File: src/rtl/gol_sequencer_if.sv
// rtl/gol_sequencer_if.sv - host and PE-array signal bundle for gol_sequencer
// Purpose: groups the host load/run/dump handshakes, status outputs and the
//          PE-array command/address/data signals.
// Modports:
//   slave  - the sequencer: host starts/beats and array readback in; ready,
//            readout beats, status and array commands out.
//   master - the host/array side (mirror of slave).
interface gol_sequencer_if #(
    parameter int PX_BITS = 3,
    parameter int PY_BITS = 3,
    parameter int GEN_W   = 16,
    parameter int CMD_W   = 2
);
    logic               load_start;
    logic               load_valid;
    logic               load_data;
    logic               load_ready;
    logic               run_start;
    logic [GEN_W-1:0]   run_gens;
    logic               dump_start;
    logic               out_valid;
    logic               out_data;
    logic               out_last;
    logic               out_ready;
    logic               busy;
    logic               done;
    logic [GEN_W-1:0]   gen_count;
    logic               halted;
    logic [CMD_W-1:0]   pe_cmd;
    logic               pe_state_in;
    logic [PX_BITS-1:0] pe_adr_x_i;
    logic [PY_BITS-1:0] pe_adr_y_i;
    logic [PX_BITS-1:0] pe_adr_x_o;
    logic [PY_BITS-1:0] pe_adr_y_o;
    logic               pe_state_out;
    logic               pe_active;

    modport slave (
        input  load_start, load_valid, load_data, run_start, run_gens, dump_start,
               out_ready, pe_state_out, pe_active,
        output load_ready, out_valid, out_data, out_last, busy, done, gen_count,
               halted, pe_cmd, pe_state_in, pe_adr_x_i, pe_adr_y_i, pe_adr_x_o, pe_adr_y_o
    );

    modport master (
        output load_start, load_valid, load_data, run_start, run_gens, dump_start,
               out_ready, pe_state_out, pe_active,
        input  load_ready, out_valid, out_data, out_last, busy, done, gen_count,
               halted, pe_cmd, pe_state_in, pe_adr_x_i, pe_adr_y_i, pe_adr_x_o, pe_adr_y_o
    );
endinterface

File: src/rtl/gol_sequencer.sv
// rtl/gol_sequencer.sv - Game-of-Life PE array load/run/dump sequencer
// Purpose: loads a grid in raster order, runs N generations (stopping early
//          when no cell is active) and streams the grid back out. Sole driver
//          of the array's command, write-data and address ports.
// Ports:
//   i_clk     - system clock, rising edge
//   i_reset_n - asynchronous active-low reset
//   bus       - gol_sequencer_if.slave (host handshakes, status, array side)
module gol_sequencer #(
    parameter int N_PX    = 8,
    parameter int N_PY    = 8,
    parameter int PX_BITS = 3,
    parameter int PY_BITS = 3,
    parameter int GEN_W   = 16,
    parameter int CMD_W   = 2
) (
    input logic            i_clk,
    input logic            i_reset_n,
    gol_sequencer_if.slave bus
);
    localparam logic [CMD_W-1:0]   CMD_NOP  = CMD_W'(0);
    localparam logic [CMD_W-1:0]   CMD_LOAD = CMD_W'(1);
    localparam logic [CMD_W-1:0]   CMD_STEP = CMD_W'(2);
    localparam logic [PX_BITS-1:0] X_LAST   = PX_BITS'(N_PX - 1);
    localparam logic [PY_BITS-1:0] Y_LAST   = PY_BITS'(N_PY - 1);

    typedef enum logic [2:0] {
        S_IDLE, S_LOAD, S_RUN_STEP, S_RUN_CHK, S_DUMP_ADR, S_DUMP_OUT, S_FIN
    } state_t;

    state_t             r_state;
    logic [PX_BITS-1:0] r_cx;
    logic [PY_BITS-1:0] r_cy;
    logic [GEN_W-1:0]   r_gens;

    logic               w_last_cell;
    logic [PX_BITS-1:0] w_nx;
    logic [PY_BITS-1:0] w_ny;

    // Raster walk: x fastest, wrapping to 0 and bumping y.
    assign w_last_cell = (r_cx == X_LAST) && (r_cy == Y_LAST);
    assign w_nx        = (r_cx == X_LAST) ? '0 : r_cx + PX_BITS'(1);
    assign w_ny        = (r_cx == X_LAST) ? r_cy + PY_BITS'(1) : r_cy;

    always_ff @(posedge i_clk or negedge i_reset_n) begin
        if (!i_reset_n) begin
            r_state         <= S_IDLE;
            r_cx            <= '0;
            r_cy            <= '0;
            r_gens          <= '0;
            bus.load_ready  <= 1'b0;
            bus.out_valid   <= 1'b0;
            bus.out_data    <= 1'b0;
            bus.out_last    <= 1'b0;
            bus.busy        <= 1'b0;
            bus.done        <= 1'b0;
            bus.gen_count   <= '0;
            bus.halted      <= 1'b0;
            bus.pe_cmd      <= CMD_NOP;
            bus.pe_state_in <= 1'b0;
            bus.pe_adr_x_i  <= '0;
            bus.pe_adr_y_i  <= '0;
            bus.pe_adr_x_o  <= '0;
            bus.pe_adr_y_o  <= '0;
        end else begin
            bus.done   <= 1'b0;
            bus.pe_cmd <= CMD_NOP;
            case (r_state)
                S_IDLE: begin
                    if (bus.load_start) begin
                        r_state        <= S_LOAD;
                        bus.busy       <= 1'b1;
                        bus.load_ready <= 1'b1;
                        r_cx           <= '0;
                        r_cy           <= '0;
                    end else if (bus.run_start) begin
                        r_state       <= S_RUN_STEP;
                        bus.busy      <= 1'b1;
                        r_gens        <= bus.run_gens;
                        bus.gen_count <= '0;
                        bus.halted    <= 1'b0;
                        // Zero generations still passes through RUN_STEP, but with NOP.
                        if (bus.run_gens != '0)
                            bus.pe_cmd <= CMD_STEP;
                    end else if (bus.dump_start) begin
                        r_state        <= S_DUMP_ADR;
                        bus.busy       <= 1'b1;
                        r_cx           <= '0;
                        r_cy           <= '0;
                        bus.pe_adr_x_o <= '0;
                        bus.pe_adr_y_o <= '0;
                    end
                end
                S_LOAD: begin
                    // load_ready low here means the final LOAD is on the array this cycle.
                    if (!bus.load_ready) begin
                        r_state  <= S_FIN;
                        bus.done <= 1'b1;
                    end else if (bus.load_valid) begin
                        bus.pe_cmd      <= CMD_LOAD;
                        bus.pe_adr_x_i  <= r_cx;
                        bus.pe_adr_y_i  <= r_cy;
                        bus.pe_state_in <= bus.load_data;
                        if (w_last_cell) begin
                            bus.load_ready <= 1'b0;
                        end else begin
                            r_cx <= w_nx;
                            r_cy <= w_ny;
                        end
                    end
                end
                S_RUN_STEP: begin
                    if (r_gens == '0) begin
                        r_state  <= S_FIN;
                        bus.done <= 1'b1;
                    end else begin
                        r_state       <= S_RUN_CHK;
                        bus.gen_count <= bus.gen_count + GEN_W'(1);
                    end
                end
                S_RUN_CHK: begin
                    if (!bus.pe_active) begin
                        r_state    <= S_FIN;
                        bus.halted <= 1'b1;
                        bus.done   <= 1'b1;
                    end else if (bus.gen_count == r_gens) begin
                        r_state  <= S_FIN;
                        bus.done <= 1'b1;
                    end else begin
                        r_state    <= S_RUN_STEP;
                        bus.pe_cmd <= CMD_STEP;
                    end
                end
                S_DUMP_ADR: begin
                    // Read address has been stable a full cycle; array output is valid.
                    r_state       <= S_DUMP_OUT;
                    bus.out_valid <= 1'b1;
                    bus.out_data  <= bus.pe_state_out;
                    bus.out_last  <= w_last_cell;
                end
                S_DUMP_OUT: begin
                    if (bus.out_ready) begin
                        bus.out_valid <= 1'b0;
                        bus.out_last  <= 1'b0;
                        if (w_last_cell) begin
                            r_state  <= S_FIN;
                            bus.done <= 1'b1;
                        end else begin
                            r_state        <= S_DUMP_ADR;
                            r_cx           <= w_nx;
                            r_cy           <= w_ny;
                            bus.pe_adr_x_o <= w_nx;
                            bus.pe_adr_y_o <= w_ny;
                        end
                    end
                end
                S_FIN: begin
                    r_state  <= S_IDLE;
                    bus.busy <= 1'b0;
                end
                default: begin
                    r_state  <= S_IDLE;
                    bus.busy <= 1'b0;
                end
            endcase
        end
    end
endmodule

File: src/flat_wrapper.sv
// flat-port wrapper written by rule: the top's interface ports become plain ports
module gol_sequencer_flat 
#(
    parameter int N_PX    = 8,
    parameter int N_PY    = 8,
    parameter int PX_BITS = 3,
    parameter int PY_BITS = 3,
    parameter int GEN_W   = 16,
    parameter int CMD_W   = 2
)
  (i_clk, i_reset_n, bus_load_start, bus_load_valid, bus_load_data, bus_run_start, bus_run_gens, bus_dump_start, bus_out_ready, bus_pe_state_out, bus_pe_active, bus_load_ready, bus_out_valid, bus_out_data, bus_out_last, bus_busy, bus_done, bus_gen_count, bus_halted, bus_pe_cmd, bus_pe_state_in, bus_pe_adr_x_i, bus_pe_adr_y_i, bus_pe_adr_x_o, bus_pe_adr_y_o);
  gol_sequencer_if #(.PX_BITS(PX_BITS), .PY_BITS(PY_BITS), .GEN_W(GEN_W), .CMD_W(CMD_W)) bus_i ();
  input logic i_clk;
  input logic i_reset_n;
  input wire logic [$bits(bus_i.load_start)-1:0] bus_load_start;
  input wire logic [$bits(bus_i.load_valid)-1:0] bus_load_valid;
  input wire logic [$bits(bus_i.load_data)-1:0] bus_load_data;
  input wire logic [$bits(bus_i.run_start)-1:0] bus_run_start;
  input wire logic [$bits(bus_i.run_gens)-1:0] bus_run_gens;
  input wire logic [$bits(bus_i.dump_start)-1:0] bus_dump_start;
  input wire logic [$bits(bus_i.out_ready)-1:0] bus_out_ready;
  input wire logic [$bits(bus_i.pe_state_out)-1:0] bus_pe_state_out;
  input wire logic [$bits(bus_i.pe_active)-1:0] bus_pe_active;
  output wire logic [$bits(bus_i.load_ready)-1:0] bus_load_ready;
  output wire logic [$bits(bus_i.out_valid)-1:0] bus_out_valid;
  output wire logic [$bits(bus_i.out_data)-1:0] bus_out_data;
  output wire logic [$bits(bus_i.out_last)-1:0] bus_out_last;
  output wire logic [$bits(bus_i.busy)-1:0] bus_busy;
  output wire logic [$bits(bus_i.done)-1:0] bus_done;
  output wire logic [$bits(bus_i.gen_count)-1:0] bus_gen_count;
  output wire logic [$bits(bus_i.halted)-1:0] bus_halted;
  output wire logic [$bits(bus_i.pe_cmd)-1:0] bus_pe_cmd;
  output wire logic [$bits(bus_i.pe_state_in)-1:0] bus_pe_state_in;
  output wire logic [$bits(bus_i.pe_adr_x_i)-1:0] bus_pe_adr_x_i;
  output wire logic [$bits(bus_i.pe_adr_y_i)-1:0] bus_pe_adr_y_i;
  output wire logic [$bits(bus_i.pe_adr_x_o)-1:0] bus_pe_adr_x_o;
  output wire logic [$bits(bus_i.pe_adr_y_o)-1:0] bus_pe_adr_y_o;
  assign bus_i.load_start = bus_load_start;
  assign bus_i.load_valid = bus_load_valid;
  assign bus_i.load_data = bus_load_data;
  assign bus_i.run_start = bus_run_start;
  assign bus_i.run_gens = bus_run_gens;
  assign bus_i.dump_start = bus_dump_start;
  assign bus_i.out_ready = bus_out_ready;
  assign bus_i.pe_state_out = bus_pe_state_out;
  assign bus_i.pe_active = bus_pe_active;
  assign bus_load_ready = bus_i.load_ready;
  assign bus_out_valid = bus_i.out_valid;
  assign bus_out_data = bus_i.out_data;
  assign bus_out_last = bus_i.out_last;
  assign bus_busy = bus_i.busy;
  assign bus_done = bus_i.done;
  assign bus_gen_count = bus_i.gen_count;
  assign bus_halted = bus_i.halted;
  assign bus_pe_cmd = bus_i.pe_cmd;
  assign bus_pe_state_in = bus_i.pe_state_in;
  assign bus_pe_adr_x_i = bus_i.pe_adr_x_i;
  assign bus_pe_adr_y_i = bus_i.pe_adr_y_i;
  assign bus_pe_adr_x_o = bus_i.pe_adr_x_o;
  assign bus_pe_adr_y_o = bus_i.pe_adr_y_o;
  gol_sequencer #(.N_PX(N_PX), .N_PY(N_PY), .PX_BITS(PX_BITS), .PY_BITS(PY_BITS), .GEN_W(GEN_W), .CMD_W(CMD_W)) u_core (.i_clk(i_clk), .i_reset_n(i_reset_n), .bus(bus_i));
endmodule
File: config.mk
export PLATFORM = sky130hd
export DESIGN_NAME = gol_sequencer_flat
export DESIGN_NICKNAME = d
export VERILOG_FILES = /design/src/rtl/gol_sequencer_if.sv /design/src/rtl/gol_sequencer.sv /design/src/flat_wrapper.sv
export SDC_FILE = /design/constraint.sdc
export NUM_CORES = 1
export LEC_CHECK = 0
export ABC_AREA = 1
export CAP_MARGIN = 5
export CORE_MARGIN = 10
export CORE_UTILIZATION = 47
export DETAILED_ROUTE_END_ITERATION = 16
export PLACE_DENSITY = 0.76
export SYNTH_ARGS = -nofsm -noshare
export SYNTH_HDL_FRONTEND = slang
export SYNTH_SLANG_ARGS = --single-unit
File: constraint.sdc
create_clock -name i_clk -period 1.6 [get_ports i_clk]
set_input_delay 0.32 -clock i_clk [delete_from_list [all_inputs] [get_ports i_clk]]
set_output_delay 0.32 -clock i_clk [all_outputs]
set_load 0.005 [all_outputs]
---- Yosys cells after proc, flatten, opt, wreduce, memory -nomap -nowiden ----
Index checks and enable logic that the tools add are counted.
Widths: inputs -> output; s select.
operators by class
  add/subtract/negate cells ............... 3
  eq/ne operators ......................... 23
  multiplexer cells ....................... 67
  bitwise logic cells ..................... 2
  reductions and logical operators ........ 21
operators with widths
  operator               count
  $mux 3                 26
  $mux 16                3
  $pmux 16 s2            1
  $ne 2x2->1 const B     11
  $mux 1                 18
  $pmux 3 s3             2
  $pmux 3 s6             1
  $add 16x1->16 const B  1
  $eq 16x16->1           1
  $logic_not 16->1       1
  $reduce_bool 16->1     1
  $mux 2                 7
  $eq 3x3->1 const B     4
  $pmux 3 s2             2
  $reduce_and 6->1       2
  $pmux 1 s2             5
  $reduce_bool 2->1      5
  $reduce_and 3->1       3
  $reduce_and 4->1       2
  $add 3x1->3 const B    2
  $eq 3x2->1 const B     2
  $ne 3x3->1 const B     2
  $pmux 2 s3             1
  $reduce_and 2->1       3
  9 further kinds        10
storage, ports and cells
  register bits after elaboration ......... 63
  bits of input ports ..................... 26
  output and inout port bits .............. 38
  word-level logic and storage cells ...... 134

---- Longest topological paths before layout ----
  word-level depth ........................ 6
  gate-level depth with buffers ........... 12
  mapped depth without buffers ............ 12

---- Least setup slack after synthesis ----
No wires, ideal clock.
  path type ............................... register to register
  start point ............................. register u_core.r_cx[0]
  end point ............................... register u_core.r_cy[1]
  data arrival time ....................... 1.507 ns
  data required time ...................... 1.473 ns
  setup slack ............................. -0.033 ns
  cell stages (with the launch flop) ...... 10
  buffers on the path ..................... 1
  cell sequence ........................... dfrtp_1 -> ha_1 -> ha_1 -> nand2_1 -> o22ai_1 -> a21oi_1 -> o211ai_2 -> buf_4 -> nand2_1 -> o21ai_1
between the ends
  longest elaborated chain between the ends .. 6
RTL lines
  item                                         RTL line                                    source
  from (decl)                                  gol_sequencer.sv:32                         logic [PX_BITS-1:0] r_cx;
  from (signal assigned)                       gol_sequencer.sv:107                        r_cx <= w_nx;
  from (signal assigned)                       gol_sequencer.sv:150                        r_cx <= w_nx;
  $eq 3x3->1 (*)                               gol_sequencer.sv:41, gol_sequencer.sv:43
  $mux 3 or $logic_and 1x1->1 (tied branches)  gol_sequencer.sv:43, gol_sequencer.sv:41
  $mux 3 (*)                                   gol_sequencer.sv:104, gol_sequencer.sv:145
  $mux 3                                       gol_sequencer.sv:99                         end else if (bus.load_valid) begin
  $mux 3                                       gol_sequencer.sv:96                         if (!bus.load_ready) begin
  $pmux 3 s3 (*)                               gol_sequencer.sv:68                         case (r_state)
  to (signal assigned)                         gol_sequencer.sv:108                        r_cy <= w_ny;
  to (signal assigned)                         gol_sequencer.sv:151                        r_cy <= w_ny;
  to (decl)                                    gol_sequencer.sv:33                         logic [PY_BITS-1:0] r_cy;
Mark *: on every way between the ends. The rest lies on a longest branch, timed or not. The select of a mux whose other input is x is not followed.
A chain may end at the register's enable or synchronous reset.

---- Final worst setup path ----
  start point ............................. register u_core.r_cx[0]
  end point ............................... register u_core.r_cy[2]
Same word-level chain as after synthesis.

==> impl_metrics.tcl <==
set metrics [dict create \
    status "finished, violations left" \
    failed_checks "setup timing" \
    skew_ns 0.00719 \
    syn_nets 474 \
    yosysSeqAreaShare_pct 46.4 \
    routedWlPerCell_um 16.3 \
    endpoint_kind "register" \
    syn_inst 443 \
    track_usage_pct 18.1 \
    p_clk_share_pct 21.0 \
    yosys_warnings 0 \
    p_int_w 0.00440 \
    antennaDiodeCount 0 \
    synthToLayoutAreaGrowth_pct 50.2 \
    clkLatencyLatePin_ns 0.34 \
    drcViolationCount 0 \
    rsz0062_at_grt "yes" \
    std_cell_rows 30 \
    syn_area_mm2 0.00340 \
    clock.fmax_mhz 608 \
    dp_hpwl_mm 6.95 \
    synth-async-reset-ratio_pct 100 \
    switching_share_pct 39.2 \
    drtPass1Iterations 5 \
    r2r-start "u_core.r_cx[0]" \
    viasPerCell 5.30 \
    io_pins 64 \
    final_common_cell "nand2_1" \
    clock-sinks 63 \
    gp_routability_congestion 0.889 \
    slew_viol_final 0 \
    filler_cell_count 503 \
    pwr-share-seq_pct 32.4 \
    drt_wl_total_mm 11.0 \
    via_count 3571 \
    tritoncts "built" \
    ys_ff_latch 63 \
    min_period_ns 1.64 \
    min_from "u_core.bus.pe_adr_x_i[1]" \
    grt_pass1_wl_mm 16.9 \
    crit_type "reg -> reg" \
    cts_inserted_buffers 9 \
    dieArea_mm2 0.0110 \
    cellLeakagePower_nw 2.42 \
    slew_headroom_pct 76.4 \
    cts.path.max_buffers 2 \
    tightest_slew_ns 0.354 \
    die_h_um 105 \
    cp_data_required_time_ns 1.81 \
    port_buffers 63 \
    power_density_mw_per_mm2 1420 \
    cp-start-kind "register" \
    post-place-ws_ns -0.134 \
    min_path_type "reg -> reg" \
    die_w_um 105 \
    synth_flop_cell "dfrtp_1" \
    slowest_stage "dfrtp_1" \
    p_comb_share_pct 46.6 \
    fin_crit_sh_pct 103 \
    antenna_found_initial 0 \
    power.switching_w 0.00283 \
    layout.nets 604 \
    initial_core_util_pct 49.2 \
    grt_remaining_overflow 0 \
    grt_pass1_vias 3615 \
    ys_types 34 \
    timing.hold.ws_ns 0.478 \
    root_buffer "clkbuf_8" \
    drtIter0Drc 167 \
    cp.arrival_ns 1.85 \
    max_stage_delay_ns 0.39 \
    ant_nets 0 \
    cp_max_fo 6 \
    critPathLaunch "u_core.r_cx[0]" \
    h-tree-depth 3 \
    drv_cap 0 \
    grt_max_degree 64 \
    setup_violations 3 \
    peakVddDrop_mv 0.869 \
    path_cells "ha_2 > ha_4 > nand2_4 > o22ai_4 > a21oi_4 > o211ai_4 > nand2_1 > o21ai_1" \
    final.setup.worst_slack_ns -0.0448 \
    clkTransAtPathRegs_ns 0.07 \
    syn_avg_cell_area_um2 7.67 \
    core_mm2 0.00691 \
    layout_common_cells "nand2_1, buf_4, clkdlybuf4s50_1, dfrtp_1, inv_1" \
    hold_viol 0 \
    drive_above_1_share_pct 24.6 \
    synth_edf_count 0 \
]
Yosys cell counts (2+ instances only):
cell type,number,area (um^2)
a21oi_1,4,20.0
buf_2,3,15.0
buf_6,2,22.5
clkbuf_1,3,11.3
dfrtp_1,63,1580
ha_1,5,62.6
inv_1,57,214
inv_2,5,18.8
nand2_1,129,484
nand2_2,4,25.0
nand3_1,24,120
nand3b_1,8,60.1
nand4_1,6,37.5
nor2_1,37,139
nor2_4,2,22.5
nor3_1,6,30.0
nor4_1,3,18.8
o211ai_1,3,22.5
o21ai_0,32,160
o21ai_1,20,100
o22ai_1,2,12.5
o41ai_1,3,26.3
xor2_1,11,96.3
registers in the layout, summed over array words and instances, names as in the netlist, 2 cells and up:
name and count:
u_core.bus.pe_cmd 2, u_core.bus.pe_adr_x_o 3, u_core.bus.pe_adr_x_i 3, u_core.r_cy 3
u_core.r_gens 16, u_core.bus.pe_adr_y_o 3, u_core.r_cx 3, u_core.bus.pe_adr_y_i 3
u_core.bus.gen_count 16, u_core.r_state 3
routing by layer:
metal / wire, um / global-route usage [%] / up-vias
met1: 4320 / 20.2 / 1733
met2: 5660 / 32.3 / 120
met4: 346 / 6.76 / 0
li1: - / - / 1687
met3: 661 / 4.61 / 31
met5: 0 / 0 / -
cells by family after synthesis:
group,share of synthesized area (%)
simple gates,28.9
buf+inv,8.51
compound gates,11.2
flops,46.4
xor+xnor,2.83
fa+ha+maj,1.84
mux,0.331
stage by stage:
| stage | power, W | instances | area (um^2) | TNS [ns] | util [%] |
|---|---|---|---|---|---|
| 2_1_floorplan | 0.00381 | 443 | 3400 | 0 | - |
| 3_3_place_gp | 0.00490 | 630 | 4390 | -1.44 | 63.6 |
| 3_5_place_dp | 0.00499 | 630 | 4390 | -3.00 | 63.6 |
| 4_1_cts | 0.00673 | 663 | 4800 | -0.00306 | 69.6 |
| 5_1_grt | 0.00766 | 674 | 5100 | -1.27 | 73.9 |
| 6_report | 0.00723 | 674 | 5100 | -0.0654 | 73.9 |
cell type report:
class,count,area (um^2),area share (%)
flip-flops and latches,63,1590,31.1
clock buffers,12,135,2.65
inverters,62,240,4.71
well taps,96,120,2.35
multi-input cells,311,1790,35.1
repair buffers,126,1160,22.7
clock inverters,4,70.1,1.37
worst paths after layout:
check | to | slack (ns) | cells after the start
min reg2reg | u_core.bus.pe_adr_x_i[1] | 0.48 | 2
max reg2reg | u_core.r_cy[2] | -0.04 | 8
min | u_core.bus.pe_adr_x_i[1] | 0.48 | 2
max in group asynchronous | u_core.bus.gen_count[9] | 0.76 | 3
min in group asynchronous | u_core.r_gens[7] | 0.51 | 3
max | u_core.r_cy[2] | -0.04 | 8
power by group through the flow:
stage	sequential (W)	clock (W)	combinational, W
floorplan	0.00231	0	0.00150
global placement	0.00230	0	0.00260
detailed placement	0.00232	0	0.00267
CTS	0.00232	0.00150	0.00291
global route	0.00239	0.00158	0.00369
finish	0.00234	0.00152	0.00337
worst max-delay path, delay by kind of cell (launching register included):
family / cells / cell delay, ns
compound gates: 4 / 0.53
fa+ha+maj: 2 / 0.38
flops: 1 / 0.39
simple gates: 2 / 0.20
timing repair:
item | 4_1_cts | 5_1_grt
gates resized for setup | 26 | 56
hold endpoints to repair | 7 | 0
hold buffers | 1 | 0
setup buffers | 15 | 9
pin swaps | 2 | 19
endpoints found under the setup margin | 40 | 48
gates cloned | 1 | 2
Note: power is estimated with default switching activity, not from simulation.
